### src/rtl/sweep_ctrl_if.sv
// Handshake and data bundle between the sweep controller and its surroundings:
// run control, sweep programming, counter feedback and status outputs.
interface sweep_ctrl_if #(
  parameter int WIDTH = 8,
  parameter int PRE_W = 8,
  parameter int RND_W = 4
);
  logic             start;
  logic             stop;
  logic [WIDTH-1:0] lo_bound;
  logic [WIDTH-1:0] hi_bound;
  logic [PRE_W-1:0] prescale;
  logic [RND_W-1:0] num_sweeps;
  logic [WIDTH-1:0] count_in;
  logic             enable;
  logic             direction;
  logic             busy;
  logic             done;
  logic             err;
  logic [RND_W-1:0] sweep_cnt;

  // Side that programs the sweep and owns the counter
  modport master (
    output start, stop, lo_bound, hi_bound, prescale, num_sweeps, count_in,
    input  enable, direction, busy, done, err, sweep_cnt
  );

  // Sweep controller side
  modport slave (
    input  start, stop, lo_bound, hi_bound, prescale, num_sweeps, count_in,
    output enable, direction, busy, done, err, sweep_cnt
  );
endinterface

### src/rtl/sweep_ctrl.sv
// Ping-pong sweep controller for an up/down counter: steps the counter between
// latched low/high bounds at a prescaled rate and counts completed round trips.
module sweep_ctrl #(
  parameter int WIDTH = 8,
  parameter int PRE_W = 8,
  parameter int RND_W = 4
) (
  input logic        clk,
  input logic        rst,
  sweep_ctrl_if.slave bus
);

  typedef enum logic [1:0] {
    IDLE = 2'd0,
    UP   = 2'd1,
    DOWN = 2'd2
  } state_t;

  state_t           state_q, state_d;
  logic             dir_q, dir_d;
  logic             done_q, done_d;
  logic             err_q, err_d;
  logic [RND_W-1:0] sweep_cnt_q, sweep_cnt_d;
  logic [PRE_W-1:0] pre_cnt_q, pre_cnt_d;

  // Sweep programming captured on an accepted start; never reset
  logic [WIDTH-1:0] lo_q, lo_d;
  logic [WIDTH-1:0] hi_q, hi_d;
  logic [PRE_W-1:0] pre_q, pre_d;
  logic [RND_W-1:0] num_q, num_d;

  logic             busy;
  logic             tick;
  logic             at_bound;
  logic             step_en;
  logic [RND_W-1:0] sweep_next;

  // Round counter advance; wraps naturally at 2^RND_W
  function automatic logic [RND_W-1:0] round_inc(input logic [RND_W-1:0] v);
    return v + 1'b1;
  endfunction

  // Status decode and the combinational step request
  always_comb begin
    busy       = (state_q != IDLE);
    tick       = (pre_cnt_q == pre_q);
    at_bound   = (state_q == UP) ? (bus.count_in >= hi_q) : (bus.count_in <= lo_q);
    step_en    = busy & tick & ~bus.stop & ~at_bound & ~rst;
    sweep_next = round_inc(sweep_cnt_q);
  end

  assign bus.enable    = step_en;
  assign bus.direction = dir_q;
  assign bus.busy      = busy;
  assign bus.done      = done_q;
  assign bus.err       = err_q;
  assign bus.sweep_cnt = sweep_cnt_q;

  // Next-state logic: start acceptance, prescaler, turn points and stop
  always_comb begin
    state_d     = state_q;
    dir_d       = dir_q;
    done_d      = 1'b0;
    err_d       = 1'b0;
    sweep_cnt_d = sweep_cnt_q;
    pre_cnt_d   = pre_cnt_q;
    lo_d        = lo_q;
    hi_d        = hi_q;
    pre_d       = pre_q;
    num_d       = num_q;

    case (state_q)
      IDLE: begin
        pre_cnt_d = '0;
        // A simultaneous stop cancels the start outright, without flagging err
        if (bus.start && !bus.stop) begin
          if (bus.lo_bound < bus.hi_bound) begin
            lo_d        = bus.lo_bound;
            hi_d        = bus.hi_bound;
            pre_d       = bus.prescale;
            num_d       = bus.num_sweeps;
            sweep_cnt_d = '0;
            dir_d       = 1'b1;
            state_d     = UP;
          end else begin
            err_d = 1'b1;
          end
        end
      end

      UP, DOWN: begin
        if (bus.stop) begin
          // Stop outranks both the tick and a round completion
          state_d   = IDLE;
          pre_cnt_d = '0;
        end else begin
          pre_cnt_d = tick ? '0 : pre_cnt_q + 1'b1;
          if (tick && at_bound) begin
            if (state_q == UP) begin
              state_d = DOWN;
              dir_d   = 1'b0;
            end else begin
              sweep_cnt_d = sweep_next;
              if ((num_q != '0) && (sweep_next == num_q)) begin
                state_d = IDLE;
                done_d  = 1'b1;
              end else begin
                state_d = UP;
                dir_d   = 1'b1;
              end
            end
          end
        end
      end

      default: begin
        state_d = IDLE;
      end
    endcase
  end

  // State registers: control is reset, latched programming is not
  always_ff @(posedge clk) begin
    if (rst) begin
      state_q     <= IDLE;
      dir_q       <= 1'b1;
      done_q      <= 1'b0;
      err_q       <= 1'b0;
      sweep_cnt_q <= '0;
      pre_cnt_q   <= '0;
    end else begin
      state_q     <= state_d;
      dir_q       <= dir_d;
      done_q      <= done_d;
      err_q       <= err_d;
      sweep_cnt_q <= sweep_cnt_d;
      pre_cnt_q   <= pre_cnt_d;
    end
    lo_q  <= lo_d;
    hi_q  <= hi_d;
    pre_q <= pre_d;
    num_q <= num_d;
  end

endmodule
### src/flat_wrapper.sv
// flat-port wrapper written by rule: the top's interface ports become plain ports
module sweep_ctrl_flat 
#(
  parameter int WIDTH = 8,
  parameter int PRE_W = 8,
  parameter int RND_W = 4
)
  (clk, rst, bus_start, bus_stop, bus_lo_bound, bus_hi_bound, bus_prescale, bus_num_sweeps, bus_count_in, bus_enable, bus_direction, bus_busy, bus_done, bus_err, bus_sweep_cnt);
  sweep_ctrl_if #(.WIDTH(WIDTH), .PRE_W(PRE_W), .RND_W(RND_W)) bus_i ();
  input logic clk;
  input logic rst;
  input wire logic [$bits(bus_i.start)-1:0] bus_start;
  input wire logic [$bits(bus_i.stop)-1:0] bus_stop;
  input wire logic [$bits(bus_i.lo_bound)-1:0] bus_lo_bound;
  input wire logic [$bits(bus_i.hi_bound)-1:0] bus_hi_bound;
  input wire logic [$bits(bus_i.prescale)-1:0] bus_prescale;
  input wire logic [$bits(bus_i.num_sweeps)-1:0] bus_num_sweeps;
  input wire logic [$bits(bus_i.count_in)-1:0] bus_count_in;
  output wire logic [$bits(bus_i.enable)-1:0] bus_enable;
  output wire logic [$bits(bus_i.direction)-1:0] bus_direction;
  output wire logic [$bits(bus_i.busy)-1:0] bus_busy;
  output wire logic [$bits(bus_i.done)-1:0] bus_done;
  output wire logic [$bits(bus_i.err)-1:0] bus_err;
  output wire logic [$bits(bus_i.sweep_cnt)-1:0] bus_sweep_cnt;
  assign bus_i.start = bus_start;
  assign bus_i.stop = bus_stop;
  assign bus_i.lo_bound = bus_lo_bound;
  assign bus_i.hi_bound = bus_hi_bound;
  assign bus_i.prescale = bus_prescale;
  assign bus_i.num_sweeps = bus_num_sweeps;
  assign bus_i.count_in = bus_count_in;
  assign bus_enable = bus_i.enable;
  assign bus_direction = bus_i.direction;
  assign bus_busy = bus_i.busy;
  assign bus_done = bus_i.done;
  assign bus_err = bus_i.err;
  assign bus_sweep_cnt = bus_i.sweep_cnt;
  sweep_ctrl #(.WIDTH(WIDTH), .PRE_W(PRE_W), .RND_W(RND_W)) u_core (.clk(clk), .rst(rst), .bus(bus_i));
endmodule
### config.mk
export PLATFORM = sky130hd
export DESIGN_NAME = sweep_ctrl_flat
export DESIGN_NICKNAME = d
export VERILOG_FILES = /design/src/rtl/sweep_ctrl_if.sv /design/src/rtl/sweep_ctrl.sv /design/src/flat_wrapper.sv
export SDC_FILE = /design/constraint.sdc
export NUM_CORES = 1
export LEC_CHECK = 0
export BUFFER_PORTS_ARGS = -buffer_cell sky130_fd_sc_hd__buf_2
export CAP_MARGIN = 25
export CORE_MARGIN = 2
export CORE_UTILIZATION = 55
export CTS_CLUSTER_SIZE = 14
export DETAILED_ROUTE_END_ITERATION = 6
export PLACE_DENSITY = 0.79
export SLEW_MARGIN = 10
export SYNTH_ARGS = -nofsm -noshare
export SYNTH_HDL_FRONTEND = slang
export SYNTH_SLANG_ARGS = --single-unit
### constraint.sdc
create_clock -name clk -period 9.21 [get_ports clk]
set_clock_uncertainty 0.1 [all_clocks]
set_input_delay 1.842 -clock clk [delete_from_list [all_inputs] [get_ports clk]]
set_output_delay 1.842 -clock clk [all_outputs]
set_load 0.01 [all_outputs]
Word-level counts from Yosys, hierarchy flattened:

Cells that the tools add are included.

* order comparisons: 3
* reduce and logical (&&, ||, !) cells: 15
* bitwise operators: 11
* muxes and demuxes: 26
* add/subtract/negate cells: 2
* equal/unequal tests: 11

Operators by type and width (number)
* $mux 4: 5
* $mux 8: 2
* $pmux 8 s2: 1
* $reduce_and 6->1: 2
* $mux 1: 10
* $mux 2: 5
* $add 8x1->8 const B: 1
* $eq 8x8->1: 1
* $ge 8x8->1: 1
* $le 8x8->1: 1
* $lt 8x8->1: 1
* $pmux 4 s2: 1
* $not 1->1: 7
* $ne 2x1->1 const B: 3
* $ne 3x2->1 const B: 2
* $reduce_and 3->1: 2
* $reduce_or 5->1: 1
* $add 4x1->4 const B: 1
* $and 1x1->1: 4
* $eq 4x4->1: 1
* $ne 2x2->1 const B: 2
* $pmux 2 s2: 1
* $reduce_bool 2->1: 2
* $reduce_bool 4->1: 1
* 8 further kinds: 10

* output and inout bits: 9
* input bits: 40
* word-level logic and storage cells: 78
* flip-flop bits (word level): 45

Logic depth before layout (Yosys ltp):

* depth after elaboration: 8
* mapped depth: 8
* depth with buffers taken out: 8

Least setup slack after synthesis:

OpenSTA, ideal clock, no wires.

* path type: input -> output
* from: input port bus_count_in[6]
* to: output port bus_enable
* cell stages on the path: 6
* required time: 7.268 ns
* path buffers: 0
* path slack: 3.806 ns
* arrival time: 3.462 ns
* cells stage by stage: ha_1 > a21o_1 > a211oi_1 > a21boi_0 > a31oi_1 > nor4_1

* longest elaborated chain between the ends: 5
* elaborated cells between the ends (all ways): 6
* those cells by class: 2 x order compare; 1 x mux; 3 x bitwise

RTL lines
* from (decl): RTL line flat_wrapper.sv:18 `input wire logic [$bits(bus_i.count_in)-1:0] bus_count_in;`
* $le 8x8->1 or $ge 8x8->1 (tied branches): RTL line sweep_ctrl.sv:47 `at_bound = (state_q == UP) ? (bus.count_in >= hi_q) : (bus.count_in <= lo_q);`
* $mux 1 (*): RTL line sweep_ctrl.sv:47
* $not 1->1 (*): RTL line sweep_ctrl.sv:48 `step_en = busy & tick & ~bus.stop & ~at_bound & ~rst;`
* $and 1x1->1 (*) (2 in series): RTL line sweep_ctrl.sv:48
* to (decl): RTL line flat_wrapper.sv:19 `output wire logic [$bits(bus_i.enable)-1:0] bus_enable;`

Every way passes the cells marked *; elsewhere a longest branch is shown, timed or not.

Worst setup path in the final report:

Ends and elaborated chain as after synthesis.

==> flow_summary.json <==
{
  "yosys_warnings": 0,
  "finalNonFillerCells": 340,
  "final-max-slew-violation-count": 0,
  "power.density_nw_per_um2": 156,
  "cp_cell_sequence": "buf_2 > ha_1 > a21o_1 > a211oi_1 > a21boi_0 > a31oi_1 > nor4_1 > buf_2",
  "diodes": 0,
  "startpoint_type": "primary input",
  "hp-class": "reg -> reg",
  "clk_latency_ns": 0.29,
  "grt_pass1_vias": 1840,
  "io_buffers": 48,
  "slowest_stage": "a21boi_0",
  "drt_pass1_iterations": 4,
  "tns_ns": 0,
  "synthFlopType": "edfxtp_1",
  "post_cts_resized": 0,
  "crit_fanout": 2,
  "grt_overflow": 0,
  "status": "finished clean",
  "drt_iter0_markers": 71,
  "cts_tree": "built",
  "cts_buffer_depth": 2,
  "cts_htree_levels": 2,
  "placed_cell_area_sq_um": 2900,
  "critPathRequiredTime_ns": 7.27,
  "grt.total_usage_pct": 19.5,
  "synthesis.area_sq_um": 2600,
  "cp-end-kind": "output port",
  "dpl.cell_count": 332,
  "hpwl_um": 3760,
  "tightest_slew_ns": 0.934,
  "grt_pass1_wl_um": 7840,
  "crit_arrival_ns": 3.82,
  "period_needed_ns": 5.77,
  "drive_above_1_share_pct": 25.5,
  "postCtsHoldBufs": 0,
  "via_per_inst": 5.37,
  "syn_nets": 301,
  "crit_buf_inv": 2,
  "synthToLayoutAreaGrowth_pct": 14.8,
  "final_area_sq_um": 2990,
  "die_area_sq_um": 5300,
  "fin_nets": 354,
  "antenna_found_initial": 0,
  "synth_edf_count": 28,
  "numCtsBuffers": 5,
  "synth.distinct_cells": 56,
  "start_util_pct": 56.2,
  "critPathKind": "in -> out",
  "synth_area_per_cell_sq_um": 11.2,
  "die_h_um": 72.8,
  "yosysSeqAreaShare_pct": 45.4,
  "coreArea_sq_um": 4630,
  "clk_pin_slew_ns": 0.08,
  "ir_worst_vdd_v": 0.0000860,
  "grt_max_degree": 19,
  "cts-root-buf": "clkbuf_8",
  "synth_seq_cells": 45,
  "place.gp.congestion": 0.832,
  "final_common_cell": "buf_2",
  "ant_nets": 0,
  "wire_per_inst_um": 13.8,
  "cpMostUsedCell": "buf_2",
  "synthArstFlopShare_pct": 0,
  "synthesis.instances": 232,
  "n_fill_cell": 362,
  "dr_total_vias": 1827,
  "drcViolationCount": 0,
  "cts.sinks": 45,
  "fmax_ghz": 0.173,
  "critPathTopFamily": "compound AO/OA/AOI/OAI gates",
  "final_cell_mix": "buf_2, ha_1, inv_1, edfxtp_1",
  "setup_violations": 0,
  "ioPinCount": 49,
  "postCtsSetupRepairBufs": 0,
  "die_w_um": 72.8,
  "rsz0062_at_grt": "no",
  "rows": 25,
  "finalCritPeriodShare_pct": 62.6,
  "drv_cap": 0,
  "critPathMaxStageDelay_ns": 0.45,
  "wl_um": 4690,
  "holdWs_ns": 0.418,
  "relSlewSlack_pct": 37.4,
  "p_leak_nw": 1.35,
  "hold_viol_final": 0
}
[logic make-up after synthesis]
logic type	Yosys count	synth area share [%]
simple gates	62	14.3
flops	45	45.4
compound gates	39	12.1
buf+inv	31	5.09
fa+ha+maj	29	13.9
xor+xnor	20	6.73
mux	6	2.45
[synthesized netlist by cell type, drive strengths merged, types with 2 or more instances]
master,n,share of area (%)
ha,29,14
edfxtp,28,32
inv,28,4.0
dfxtp,17,13
xor2,17,5.7
nor2,15,2.2
nand2,12,1.8
a21oi,10,1.9
nand4,6,1.4
nand2b,4,0.96
nor3,4,0.77
o21ai,4,0.91
a211oi,3,1.3
mux2,3,1.3
mux2i,3,1.2
nor4,3,1.9
o31ai,3,0.86
xnor2,3,1.0
a211o,2,0.67
a31oi,2,0.48
and2b,2,0.62
and3,2,0.48
clkbuf,2,0.67
nand4b,2,0.67
nor2b,2,0.48
o211ai,2,0.77
or2,2,0.48
or2b,2,0.67
[layer usage]
layer	share of wire [%]	GRT usage [%]
met5	0	0
met4	2.2	8.02
met3	3.3	5.11
met2	52	35.3
met1	42	21.7
[worst reg2reg max path, cell delays in order, from the launching register on]
cell and delay, ns:
edfxtp_1 0.36, inv_1 0.07, ha_1 0.25, a21oi_1 0.16
o21ai_0 0.12, a2111o_1 0.46, a311oi_4 0.39, o21ai_2 0.12
mux2_1 0.32
[sequential cells by signal (all words and copies together) (netlist names)]
name / count
u_core.hi_q: 8
u_core.bus.sweep_cnt: 4
u_core.pre_q: 8
u_core.state_q: 2
u_core.pre_cnt_q: 8
u_core.bus.direction: 1
u_core.bus.done: 1
u_core.bus.err: 1
u_core.num_q: 4
u_core.lo_q: 8
[cell type report]
type                       count  area [sq um]  share of cell area, %
clock buffer                   6          82.6                   2.76
clock inverter                 2          8.76                  0.293
inverter                      28           105                   3.52
multi-input combinational    156          1290                   43.3
sequential                    45          1180                   39.5
tap                           54          67.6                   2.26
timing repair buffer          49           248                   8.29
[per-stage QoR]
step	setup WS, ns	util (%)	power, W
2_1_floorplan	3.81	-	0.000316
3_3_place_gp	3.53	62.6	0.000344
3_5_place_dp	3.46	62.6	0.000348
4_1_cts	3.44	64.5	0.000471
5_1_grt	3.27	64.5	0.000493
6_report	3.44	64.5	0.000467
[worst paths after layout]
| check | from | end | slack, ns | cells after the start |
|---|---|---|---|---|
| max | bus_count_in[6] | bus_enable | 3.44 | 8 |
| min | u_core.bus.direction$_SDFFE_PP1P_ | u_core.bus.direction$_SDFFE_PP1P_ | 0.42 | 2 |
| max reg2reg | u_core.lo_q[7]$_DFFE_PP_ | u_core.bus.sweep_cnt[3]$_SDFFE_PP0P_ | 6.72 | 8 |
| min reg2reg | u_core.bus.direction$_SDFFE_PP1P_ | u_core.bus.direction$_SDFFE_PP1P_ | 0.42 | 2 |
[power breakdown]
group / switching [W] / leakage [nW] / internal [W]
combinational: 0.0000655 / 0.903 / 0.0000448
sequential: 0.00000645 / 0.394 / 0.000227
clock: 0.0000636 / 0.0486 / 0.0000595
total: 0.000136 / 1.35 / 0.000331
Power figures use the tool's default switching activity.
